File: config.mk
export PLATFORM = sky130hd
export DESIGN_NAME = nibble_serial_adder
export DESIGN_NICKNAME = d
export VERILOG_FILES = /design/src/rtl/nibble_serial_adder.sv
export SDC_FILE = /design/constraint.sdc
export NUM_CORES = 1
export LEC_CHECK = 0
export CORE_ASPECT_RATIO = 0.8
export CORE_MARGIN = 2
export CORE_UTILIZATION = 50
export CTS_CLUSTER_SIZE = 20
export DETAILED_ROUTE_END_ITERATION = 10
export PLACE_DENSITY = 0.88
export REMOVE_ABC_BUFFERS = 1
export SETUP_SLACK_MARGIN = 0.05
export SYNTH_ARGS = -nofsm -noshare
export SYNTH_HDL_FRONTEND = slang
export SYNTH_SLANG_ARGS = --single-unit
File: constraint.sdc
create_clock -name clk -period 3.8 [get_ports clk]
set_input_delay 0.76 -clock clk [delete_from_list [all_inputs] [get_ports clk]]
set_output_delay 0.76 -clock clk [all_outputs]
set_load 0.03 [all_outputs]
File: src/rtl/nibble_serial_adder.sv
// Multi-cycle WIDTH-bit adder that sequences operands one nibble per clock
// through a single 4-bit ripple-adder stage, with valid/ready on both sides.

module rippleadder_4bitd (
    input  logic [3:0] a,
    input  logic [3:0] b,
    input  logic       cin,
    output logic [3:0] sum,
    output logic       cout
);
    logic [4:0] carry;

    assign carry[0] = cin;

    for (genvar i = 0; i < 4; i++) begin : g_fa
        assign sum[i]       = a[i] ^ b[i] ^ carry[i];
        assign carry[i + 1] = (a[i] & b[i]) | (carry[i] & (a[i] ^ b[i]));
    end

    assign cout = carry[4];
endmodule

module nibble_serial_adder #(
    parameter int WIDTH = 16
) (
    input  logic             clk,
    input  logic             rst_n,
    input  logic             in_valid,
    output logic             in_ready,
    input  logic [WIDTH-1:0] a,
    input  logic [WIDTH-1:0] b,
    input  logic             cin,
    output logic             out_valid,
    input  logic             out_ready,
    output logic [WIDTH-1:0] sum,
    output logic             cout,
    output logic             busy
);
    localparam int NIB  = WIDTH / 4;
    localparam int IDXW = (NIB > 1) ? $clog2(NIB) : 1;
    localparam logic [IDXW-1:0] IDX_LAST = IDXW'(NIB - 1);

    if ((WIDTH % 4) != 0 || WIDTH < 4) begin : g_bad_width
        $error("nibble_serial_adder: WIDTH must be a multiple of 4 and at least 4");
    end

    typedef enum logic [1:0] {IDLE, RUN, DONE} state_t;

    state_t          state;
    logic [IDXW-1:0] idx;
    logic            carry_r;
    logic [WIDTH-1:0] a_r;
    logic [WIDTH-1:0] b_r;
    logic [WIDTH-1:0] sum_r;
    logic            cout_r;
    logic            out_valid_r;
    logic            busy_r;
    logic            in_ready_r;

    logic [3:0] nib_a;
    logic [3:0] nib_b;
    logic [3:0] nib_sum;
    logic       nib_cout;

    assign nib_a = 4'(a_r >> (4 * idx));
    assign nib_b = 4'(b_r >> (4 * idx));

    rippleadder_4bitd u_stage (
        .a    (nib_a),
        .b    (nib_b),
        .cin  (carry_r),
        .sum  (nib_sum),
        .cout (nib_cout)
    );

    // in_ready comes up on the first edge after reset so it reads 0 while reset is held.
    always_ff @(posedge clk or negedge rst_n) begin
        if (!rst_n) begin
            state       <= IDLE;
            idx         <= '0;
            carry_r     <= 1'b0;
            a_r         <= '0;
            b_r         <= '0;
            sum_r       <= '0;
            cout_r      <= 1'b0;
            out_valid_r <= 1'b0;
            busy_r      <= 1'b0;
            in_ready_r  <= 1'b0;
        end else begin
            case (state)
                IDLE: begin
                    in_ready_r <= 1'b1;
                    if (in_valid && in_ready_r) begin
                        a_r        <= a;
                        b_r        <= b;
                        carry_r    <= cin;
                        idx        <= '0;
                        in_ready_r <= 1'b0;
                        busy_r     <= 1'b1;
                        state      <= RUN;
                    end
                end
                RUN: begin
                    sum_r[4*idx +: 4] <= nib_sum;
                    carry_r           <= nib_cout;
                    if (idx == IDX_LAST) begin
                        idx         <= '0;
                        cout_r      <= nib_cout;
                        out_valid_r <= 1'b1;
                        state       <= DONE;
                    end else begin
                        idx <= idx + IDXW'(1);
                    end
                end
                DONE: begin
                    if (out_ready) begin
                        out_valid_r <= 1'b0;
                        busy_r      <= 1'b0;
                        in_ready_r  <= 1'b1;
                        state       <= IDLE;
                    end
                end
                default: state <= IDLE;
            endcase
        end
    end

    assign in_ready  = in_ready_r;
    assign out_valid = out_valid_r;
    assign sum       = sum_r;
    assign cout      = cout_r;
    assign busy      = busy_r;
endmodule

======== After elaboration in Yosys (flattened, before gate mapping) ========
Cells that the tools add are included.
word-level totals
  register bits ........................... 57
  output and inout bits ................... 20
  logic and storage cells ................. 72
cells by class
  equality and inequality tests ........... 6
  bitwise logic cells ..................... 20
  add/sub/neg operators ................... 2
  muxes and demuxes ....................... 18
  shifts and indexed selects .............. 4
  reductions and logical operators ........ 12
operator list
  cell                                                                      number
  4-bit negation with 34-bit output                                         1
  4-bit by 34-bit variable shift with 16-bit output (first input constant)  1
  4-bit by 34-bit variable part select with 16-bit output                   1
  16-bit by 4-bit right shift with 4-bit output                             2
  16-bit bitwise mux                                                        1
  2-bit two-way mux                                                         5
  3-bit AND reduction                                                       3
  1-bit bitwise AND                                                         8
  1-bit case mux with 2 select lines                                        4
  2-bit AND reduction                                                       4
  1-bit XOR                                                                 8
  1-bit two-way mux                                                         6
  2-bit inequality test (second input constant)                             3
  2-bit case mux with 3 select lines                                        1
  2-bit nonzero test                                                        3
  2-bit == test (second input constant)                                     2
  1-bit bitwise OR                                                          4
  2-bit case mux with 2 select lines                                        1
  2-bit by 1-bit adder with 2-bit output (second input constant)            1
  2-bit by 1-bit == test with 1-bit output (second input constant)          1
  2-bit zero test                                                           1
  1-bit logical AND                                                         1

======== Depth between registers and ports, before layout ========
Gate-level depths: netlist of the first run.
  depth in word-level cells ............... 11
  gate-level depth with buffers ........... 10
  gate-level depth less buffers ........... 9

======== Hierarchy ========
From an unflattened synthesis of the first run, not the netlist that was laid out.
second synthesis, totals
  cell total of the unflattened synthesis .. 192
  area total of the unflattened synthesis .. 2673.8 µm²
modules (own cells, without submodules)
  module               area an instance (µm²)  instances  cells each  sequential area each (µm²)
  nibble_serial_adder  2556.2                  1          178         1426.4
  rippleadder_4bitd    117.6                   1          14          0.0

======== Worst setup path before layout of the first run ========
Ideal clock, no wire load.
  path kind ............................... register -> register
  from .................................... register idx[0]
  to ...................................... register sum_r[7], in the netlist sum[7]
  clock period less this slack ............ 2856 ps
  data arrival time ....................... 2761 ps
  setup time .............................. 95 ps
  cell stages (with the launch flop) ...... 10
  setup slack ............................. 944 ps
  cell sequence ........................... dfrtp_1 buf_2 mux4_2 inv_1 fa_1 inv_1 fa_1 fa_1 nand3b_1 o31ai_1
between the ends
  word-level cells in the longest chain between the ends .. 11
  elaborated cells between the ends (all ways) .. 23
ends and longest elaborated chain
  element                                                           line    source
  from (decl)                                                       50      logic [IDXW-1:0] idx;
  from (signal assigned)                                            112     idx <= idx + IDXW'(1);
  16-bit by 4-bit right shift with 4-bit output (on tied branches)  65, 66
  1-bit XOR                                                         16, 17
  1-bit bitwise AND                                                 17      assign carry[i + 1] = (a[i] & b[i]) | (carry[i] & (a[i] ^ b[i]));
  1-bit bitwise OR                                                  17
  1-bit bitwise AND                                                 17
  1-bit bitwise OR                                                  17
  1-bit bitwise AND                                                 17
  1-bit bitwise OR                                                  17
  1-bit XOR                                                         16      assign sum[i] = a[i] ^ b[i] ^ carry[i];
  4-bit by 34-bit variable part select with 16-bit output           104     sum_r[4*idx +: 4] <= nib_sum;
  16-bit bitwise mux (*)                                            104
  to (signal, indexed assignment)                                   104
  to (decl)                                                         54      logic [WIDTH-1:0] sum_r;
Every way passes the cells marked *; elsewhere a longest branch is shown, timed or not.
A chain may end at the register's enable or synchronous reset.

======== Worst setup path after layout of the first run ========
Ends and elaborated chain as after synthesis.

==> flow_results.org, run 1 <==
** Timing
- Counting I/O delays and the setup requirement, the final critical path takes 3.188 ns.
- At the pin with the least slew margin, the transition time is 0.6827 ns.
- Final Setup Violations :: 0
- Of the available clock period, the critical path in the final layout requires 0.8391.
- Max-Slew Margin vs Limit :: 0.5449
- Setup repair after global routing left no endpoint under its margin.
- Setup TNS Final :: 0 ns
- Top achievable clock speed :: 313.6 MHz
- Final number of hold-violating endpoints :: 0
- For the final database, setup skew stands at 0.007627 ns.
- The final max-slew violation count is 0.

** Detailed routing
- After detailed routing, the met3 layer carries 307 microns of wire.
- Per-cell via count in the routed design :: 5.190
- The routed layout has 1998 vias.
- Average wire per standard cell :: 14.60 microns
- DR top layer :: met4
- For this block, wires on met1 add up to 2533 microns.
- In this run, the number of DRC markers left after iteration 0 of detailed routing was 84.
- WL final :: 5620 microns
- Routed length on met2 :: 2709 microns
- Remaining design rule violation count :: 0
- Once detail routing completed, the nets flagged for antenna violations numbered 0.
- For this run, the detailed router's first-pass iteration total came to 4.

** Global routing
- Antenna violations before repair :: 0
- In the global route stage, overall resource usage came out at 0.2147.
- Entering global routing, the biggest net connects 37 pins.
- The via count of the first global-routing pass came to 2061.
- For this run the aggregate overflow at the end of global routing stands at 0.
- First-pass GRT wire length :: 9818 microns

** Pwr
- Internal power contribution :: 1.814 mW
- Relative contribution of sequential cells to total power :: 0.348
- Summed over all cells, the static leakage comes to 1.688 nW.
- Of the total power, combinational logic draws 0.459.
- For this design the total switching power over the nets is 1.221 mW.
- Power spread over the standard cell area amounts to 871.3 nW/um^2.
- Of the total power, the clock network draws 0.193.
- Total Power Consumption :: 3.035 mW
- Switching part of the total power :: 0.4023
- VDD sags by at most 0.3581 mV.

** Clock network
- H-tree lvl count :: 3
- For this design, the CTS-stage hold fixing added 0 buffers.
- Clock tree from TritonCTS :: done
- Count of cells resized by post-cts repair :: 0
- Sink count of the clock tree :: 57
- Cell at the root of the clock tree :: sky130_fd_sc_hd__clkbuf_8
- Counting along the longest clock path gives a buffer depth of 2.
- For the worst-skew pair, the clock arrives at the later sink with an insertion delay of 0.34 ns.
- Post-CTS setup buffer count :: 0
- Clock-pin slew reported for the worst setup and hold paths after clock tree synthesis :: 0.06 ns
- TritonCTS created 9 clock buffers.

** Run status
- Status :: completed

** Logic synthesis
- The synthesized netlist occupies a cell area of 2688 sq um.
- During synthesis, Yosys emitted a total of 0 warnings.
- Sequential cell area fraction in the yosys report :: 0.5307
- In this run, synthesis inferred 0 flip-flops with an integrated enable.
- After synthesis, the share of flip-flops with an asynchronous set or reset is 1.000.
- The synthesized design contains 57 register bits.
- The most used flip-flop cell after synthesis is sky130_fd_sc_hd__dfrtp_1.
- Count of mapped cells out of synthesis :: 260
- Number of library cell types mapped by synthesis :: 32
- The average instance in the mapped netlist occupies 10.34 sq um.

** Critical path
- The worst setup path is launched from a flip-flop.
- The worst setup path is captured at a flip-flop.
- Required time of the critical path :: 4.03 ns
- Along the worst path, the maximum fanout reaches 11.
- Register-to-Register Setup Slack :: 0.61 ns
- Data arrives at the worst endpoint at 3.42 ns.
- The worst setup path is of the reg2reg kind.

** Min path
- Kind of path behind the tightest hold check :: in2async

** Floorplan
- Die Y :: 69.58 microns
- The die covers 5981 sq um.
- For this configuration, the core starts out at a cell density of 0.5276.
- Row generation in the floorplan step produced 23 rows.
- Pin placement for this block handled 57 I/O pins.
- Area of the core region :: 5094 sq um
- The die is 85.97 microns wide.

** Final layout
- After the last flow step, the layout net total stands at 365.
- Fin cells :: 385
- Proportion of layout cells with a drive suffix above 1 :: 0.1207
- The number of antenna diodes in the final layout is 0.
- Synthesis-to-finish area growth :: 29.61%
- The filler cells instantiated in the layout total 387.

** Placed design
- After legalization and detailed placement, the total HPWL measured 4053 microns.
- Final weighted congestion of routability-driven global placement :: 0.7892
- PortBufs :: 56
- Total placed cells including tap cells :: 369

** Job
- Max-cap check violation count :: 0
[cell families after synthesis]
kind of cell | after synthesis | share of synthesized area
buf+inv | 24 | 0.04190
simple gates | 134 | 0.2360
flops | 57 | 0.5307
mux | 9 | 0.07263
compound gates | 26 | 0.06099
fa+ha+maj | 10 | 0.05773
[cells in the final DEF (no fill, tap or decap), types with 2 or more instances in the layout]
cell                                n
sky130_fd_sc_hd__nand2_1          116
sky130_fd_sc_hd__dfrtp_1           57
sky130_fd_sc_hd__clkdlybuf4s50_1   55
sky130_fd_sc_hd__clkbuf_8          12
sky130_fd_sc_hd__inv_1             11
sky130_fd_sc_hd__mux4_2             7
sky130_fd_sc_hd__o21ai_0            6
sky130_fd_sc_hd__o21ai_1            6
sky130_fd_sc_hd__o31ai_1            6
sky130_fd_sc_hd__ha_1               6
sky130_fd_sc_hd__nand3b_4           4
sky130_fd_sc_hd__fa_1               4
sky130_fd_sc_hd__a21oi_1            3
sky130_fd_sc_hd__o21ai_2            3
sky130_fd_sc_hd__buf_4              3
sky130_fd_sc_hd__or4_4              2
sky130_fd_sc_hd__nand3b_1           2
sky130_fd_sc_hd__clkbuf_1           2
[sequential cells by signal (all words and copies together), names as in the netlist]
| register | cells |
|---|---|
| state | 2 |
| b_r | 16 |
| in_ready | 1 |
| cout | 1 |
| busy | 1 |
| carry_r | 1 |
| sum | 16 |
| out_valid | 1 |
| idx | 2 |
| a_r | 16 |
[layout make-up]
class / instances / area, sq um / share of cell area
clock buffers: 14 / 172.7 / 0.04957
clock inverters: 2 / 35.03 / 0.01006
inverters: 12 / 45.04 / 0.01293
multi-input cells: 179 / 1149 / 0.3297
flip-flops and latches: 57 / 1426 / 0.4095
well taps: 62 / 77.57 / 0.02227
repair buffers: 59 / 578.1 / 0.1659
[power by group through the flow]
stage          clock network [mW]  registers [mW]  logic (mW)
2_1_floorplan                   0            1.14       0.859
3_3_place_gp                    0            1.06        1.35
3_5_place_dp                    0            1.07        1.40
4_1_cts                     0.600            1.06        1.41
5_1_grt                     0.625            1.09        1.57
6_report                    0.586            1.06        1.39
[critical path, cell delays in order, from the launching register on]
cell and delay, ns:
sky130_fd_sc_hd__dfrtp_1 0.64, sky130_fd_sc_hd__mux4_1 0.60, sky130_fd_sc_hd__inv_1 0.09, sky130_fd_sc_hd__fa_1 0.20, sky130_fd_sc_hd__fa_1 0.18, sky130_fd_sc_hd__inv_1 0.05
sky130_fd_sc_hd__fa_1 0.38, sky130_fd_sc_hd__fa_1 0.55, sky130_fd_sc_hd__nand3b_1 0.11, sky130_fd_sc_hd__o31ai_1 0.27
[cells in the mapped netlist (2+ instances only)]
cell type / instances / share of area
sky130_fd_sc_hd__a21oi_1: 3 / 0.0056
sky130_fd_sc_hd__buf_2: 6 / 0.011
sky130_fd_sc_hd__buf_6: 2 / 0.0084
sky130_fd_sc_hd__clkbuf_1: 4 / 0.0056
sky130_fd_sc_hd__dfrtp_1: 57 / 0.53
sky130_fd_sc_hd__fa_1: 4 / 0.030
sky130_fd_sc_hd__ha_1: 6 / 0.028
sky130_fd_sc_hd__inv_1: 11 / 0.015
sky130_fd_sc_hd__mux4_2: 7 / 0.059
sky130_fd_sc_hd__nand2_1: 116 / 0.16
sky130_fd_sc_hd__nand3b_1: 2 / 0.0056
sky130_fd_sc_hd__nand3b_4: 4 / 0.030
sky130_fd_sc_hd__o21ai_0: 6 / 0.011
sky130_fd_sc_hd__o21ai_1: 6 / 0.011
sky130_fd_sc_hd__o21ai_2: 3 / 0.0098
sky130_fd_sc_hd__o31ai_1: 6 / 0.017
sky130_fd_sc_hd__or4_4: 2 / 0.0084
[final timing paths]
path                       cells past startpoint                   to               start
min                                            1   sum[3]$_DFFE_PN0P_               rst_n
max in group asynchronous                      2  a_r[13]$_DFFE_PN0P_               rst_n
max reg2reg                                    9   sum[7]$_DFFE_PN0P_  idx[0]$_DFFE_PN0P_
min in group clk                               2   a_r[9]$_DFFE_PN0P_  a_r[9]$_DFFE_PN0P_
min reg2reg                                    2   a_r[9]$_DFFE_PN0P_  a_r[9]$_DFFE_PN0P_
max                                            9   sum[7]$_DFFE_PN0P_  idx[0]$_DFFE_PN0P_
[per-layer routing]
layer | vias to the layer above | GRT usage
met5 | - | 0
li1 | 967 | -
met2 | 59 | 0.3299
met4 | 0 | 0.05820
met3 | 6 | 0.07619
met1 | 966 | 0.2911
[stage by stage]
stage / util / cell area (sq um) / hold WS (ns) / setup WS [ns]
after floorplan: - / 2620 / 0.4373 / 0.7234
after global placement: 0.6431 / 3276 / 0.4551 / 0.7587
after detailed placement: 0.6431 / 3276 / 0.4569 / 0.5927
after CTS: 0.6839 / 3483 / 0.4332 / 0.5679
after global routing: 0.6839 / 3483 / 0.4638 / 0.4126
final: 0.6839 / 3483 / 0.4256 / 0.6115
Power figures use the tool's default switching activity.
==> run 2, diff against run 1 <==
--- a/config.mk
+++ b/config.mk
@@ -7,10 +7,10 @@
 export LEC_CHECK = 0
 export CORE_ASPECT_RATIO = 0.8
 export CORE_MARGIN = 2
-export CORE_UTILIZATION = 50
+export CORE_UTILIZATION = 46
 export CTS_CLUSTER_SIZE = 20
 export DETAILED_ROUTE_END_ITERATION = 10
-export PLACE_DENSITY = 0.88
+export PLACE_DENSITY = 0.85
 export REMOVE_ABC_BUFFERS = 1
 export SETUP_SLACK_MARGIN = 0.05
 export SYNTH_ARGS = -nofsm -noshare
==> constraint.sdc (replaced) <==
create_clock -name clk -period 2.7 [get_ports clk]
set_input_delay 0.54 -clock clk [delete_from_list [all_inputs] [get_ports clk]]
set_output_delay 0.54 -clock clk [all_outputs]
set_load 0.03 [all_outputs]
==> run 2 against run 1 <==
  * The run now ends with setup timing left
  * Hold slack got worse by 0.16 ns
  * Sequential share of layout area down 0.76 points
  * Core utilization is 4.4 points lower
  * Clock skew decreased by 0.0014 ns
  * Largest cell class unchanged
  * Critical path depth stayed put
  * Critical path type unchanged
  * Non-clock buffer count increased by 7
  * First-iteration DRC count up 27%
  * Highest routed layer unchanged
  * Count of clock-buffer cells in the layout down 3
==> flow_results.org, run 2 (same netlist as run 1, synthesis figures left out) <==
** Placed design
- PortBufs :: 56 (unchanged)
- Final weighted congestion of routability-driven global placement :: 0.8052 (+2.0%)
- The final HPWL from detailed placement is 4325 microns (+6.7%).
- The post-placement cell area is 3341 sq um (+2.0%).
- The number of instances in the placed design came to 391 (+6.0%).

** Clock network
- The maximum clock insertion buffer count came to 2 (unchanged).
- H-tree lvl count :: 3 (unchanged)
- Cell at the root of the clock tree :: sky130_fd_sc_hd__clkbuf_8
- The number of buffers inserted for hold repair after clock tree synthesis is 0 (unchanged).
- Clock-pin slew reported for the worst setup and hold paths after clock tree synthesis :: 0.06 ns (about the same)
- The clock latency of the later-clocked register in the worst-skew pair came to 0.34 ns (about the same).
- The number of clock sinks was 57 (unchanged).
- The CTS buffer count is 9 (unchanged).
- Clock tree from TritonCTS :: done

** Global routing
- The total global routing track utilization is 0.2099 (-0.004747).
- Vias in the first global route :: 2161 (+4.9%)
- Antenna violations before repair :: 0 (unchanged)
- The pin count of the biggest net entering global routing is 37 (unchanged).
- The global-route congestion overflow total is 0 (unchanged).
- The first-pass GRT wire length was 10010 microns (+2.0%).

** Floorplan
- I/O pin cnt :: 57 (unchanged)
- The overall die area is 6474 sq um (+8.2%).
- The number of core rows is 24 (+4.3%).
- Die Y :: 72.37 microns (+4.0%)
- Area of the core region :: 5555 sq um (+9.1%)
- The die span in x came to 89.46 microns (+4.1%).
- Initial Utilization :: 0.4838 (-0.04385)

** Timing
- The slew at the pin closest to its max-slew limit is 0.7393 ns (+0.05663 ns).
- The worst max-slew margin expressed relative to the limit was 0.5071 (-0.03775).
- Post-route setup slack :: -0.01881 ns (-0.6303 ns)
- The final max-slew violation count is 0 (unchanged).
- Final hold slack :: 0.2662 ns (-0.1594 ns)
- The final critical-path share of the clock period was 1.007 (+0.1679).
- Final number of hold-violating endpoints :: 0 (unchanged)
- Unrepaired setup endpoints after global routing :: yes
- Setup TNS Final :: -0.03256 ns (-0.03256 ns)
- The clock tree skew after final layout came to 0.006217 ns (-0.001411 ns).
- Top achievable clock speed :: 367.8 MHz (+17%)
- The time the final worst path needs with I/O delays and setup came to 2.719 ns (-0.4697 ns).
- Final Setup Violations :: 2 (+2)

** Job
- The number of maximum-capacitance constraint violations was 0 (unchanged).

** Detailed routing
- The detailed-routed wire length on met3 is 435 microns (+42%).
- DR top layer :: met4
- The ratio of routed vias to standard cells is 4.978 (-4.1%).
- The via count of the routed design was 2031 (+1.7%).
- The met1 wire length is 2502 microns (-1.2%).
- The detailed-route wire length per cell came to 14.40 microns (-1.3%).
- Detailed router's first-iteration violation count :: 107 (+27%)
- WL final :: 5876 microns (+4.6%)
- DRT Pass-1 Iters :: 6 (+2)
- Antenna-violating nets left :: 0 (unchanged)
- Remaining design rule violation count :: 0 (unchanged)
- The sum of met2 wire segment lengths after detailed routing was 2850 microns (+5.2%).

** Min path
- In this run the worst hold path is classified as in2async.

** Final layout
- The layout cell share with drive strength beyond 1 came to 0.1606 (+0.03986).
- Final cell area excluding filler cells :: 3552 sq um (+2.0%)
- Compared with the post-synthesis result, the final layout area differs by 32.17%.
- Inserted Diodes :: 0 (unchanged)
- NumNets Final :: 372 (+1.9%)
- In the layout the commonest cells are sky130_fd_sc_hd__nand2_1, sky130_fd_sc_hd__dfrtp_1, sky130_fd_sc_hd__clkdlybuf4s50_1.
- The library cell used most frequently in the layout, excluding fill and tap cells, is sky130_fd_sc_hd__nand2_1.
- The number of fill cells was 443 (+14%).
- Fin cells :: 408 (+6.0%)

** Critical path
- The worst setup path is captured at a flip-flop.
- The worst setup path is launched from a flip-flop.
- The critical path is of the reg2reg type.
- The largest fanout of any net on the critical path came to 5 (-6).
- Startpoint of the worst register-to-register path :: idx[0]$_DFFE_PN0P_
- The path depth of the worst reg2reg path came to 9 (unchanged).
- The signal arrival time at the worst endpoint is 2.96 ns (-0.46 ns).
- The worst-case register-to-register setup slack is -0.02 ns (-0.63 ns).
- The data required time of the critical path is 2.94 ns (-1.09 ns).
- Destination of the worst register-to-register timing path :: sum[7]$_DFFE_PN0P_

** Pwr
- Maximum resistive drop on vdd :: 0.4981 mV (+39%)
- Net switching power :: 1.766 mW (+45%)
- Part of the total power dissipated in combinational logic :: 0.481 (+0.022)
- The internal power summed over all cells came to 2.561 mW (+41%).
- The switching part of the total is 0.4082 (+0.005848).
- The sequential fraction of design power came to 0.339 (-0.009).
- The leakage power figure was 1.705 nW (+0.99%).
- Total Power Consumption :: 4.327 mW (+43%)
- The power share of the clock group is 0.180 (-0.013).
- P per Cell Area :: 1218 nW/um^2 (+40%)

** Run status
- Violated checks :: setup timing
- Status :: complete, but fails checks
==> run 2: cell types whose count changed in the layout (fill, tap and decap cells not counted), moves of 2 or more <==
cell                         change
sky130_fd_sc_hd__fa_2            +2
sky130_fd_sc_hd__buf_4           +7
sky130_fd_sc_hd__clkbuf_8        -2
sky130_fd_sc_hd__fa_1            -2
sky130_fd_sc_hd__clkinvlp_4      +2
==> run 2: stage by stage <==
step	setup WS [ns]	util
after floorplan	-0.3766	-
after global placement	-0.09900	0.6014
after detailed placement	-0.1962	0.6014
after CTS	-0.05257	0.6385
after global routing	-0.1657	0.6394
final	-0.01881	0.6394
==> run 2: how the worst max path moves through the flow <==
stage | endpoint | start | cells after the start | slack (ns)
2_1_floorplan | sum[7]$_DFFE_PN0P_ | idx[0]$_DFFE_PN0P_ | 9 | -0.38
3_3_place_gp | sum[7]$_DFFE_PN0P_ | idx[0]$_DFFE_PN0P_ | 9 | -0.1
3_5_place_dp | sum[7]$_DFFE_PN0P_ | idx[0]$_DFFE_PN0P_ | 9 | -0.20
4_1_cts | sum[7]$_DFFE_PN0P_ | idx[0]$_DFFE_PN0P_ | 9 | -0.05
5_1_grt | sum[11]$_DFFE_PN0P_ | idx[0]$_DFFE_PN0P_ | 9 | -0.17
6_report | sum[7]$_DFFE_PN0P_ | idx[0]$_DFFE_PN0P_ | 9 | -0.02
==> run 2: worst max-delay path, cell delays in order (launching register included) <==
cell and delay, ns:
sky130_fd_sc_hd__dfrtp_2 0.42, sky130_fd_sc_hd__mux4_2 0.52, sky130_fd_sc_hd__inv_2 0.08, sky130_fd_sc_hd__fa_2 0.20, sky130_fd_sc_hd__fa_1 0.15, sky130_fd_sc_hd__inv_1 0.05, sky130_fd_sc_hd__fa_2 0.34, sky130_fd_sc_hd__fa_1 0.54
sky130_fd_sc_hd__nand3b_1 0.11, sky130_fd_sc_hd__o31ai_1 0.21
==> run 2: layout make-up <==
| class | count | area (sq um) | area share |
|---|---|---|---|
| Sequential cell | 57 | 1428 | 0.4019 |
| Timing Repair Buffer | 66 | 630.6 | 0.1775 |
| Inverter | 12 | 45.04 | 0.01268 |
| Clock inverter | 5 | 55.05 | 0.01550 |
| Multi-Input combinational cell | 179 | 1155 | 0.3251 |
| Tap cell | 78 | 97.59 | 0.02747 |
| Clock buffer | 11 | 141.4 | 0.03980 |
==> run 2: repair_timing <==
item | CTS | global route
pin swaps | 3 | 3
setup endpoints to repair | 6 | 6
cloned | 0 | 0
gates resized for setup | 6 | 1
setup buffers | 1 | 0
==> run 2: layer usage <==
| layer | vias to the layer above | track usage |
|---|---|---|
| met4 | 0 | 0.07297 |
| met2 | 80 | 0.3333 |
| met1 | 959 | 0.2549 |
| met3 | 12 | 0.09443 |
| li1 | 980 | - |
| met5 | - | 0 |
==> run 2: power groups by stage <==
stage                     Clock, mW  Combinational, mW  Sequential [mW]
after CTS                     0.796               2.10             1.46
after floorplan                   0               1.21             1.60
after global placement            0               1.99             1.44
after detailed placement          0               2.06             1.47
final                         0.778               2.08             1.47
after global routing          0.829               2.34             1.51
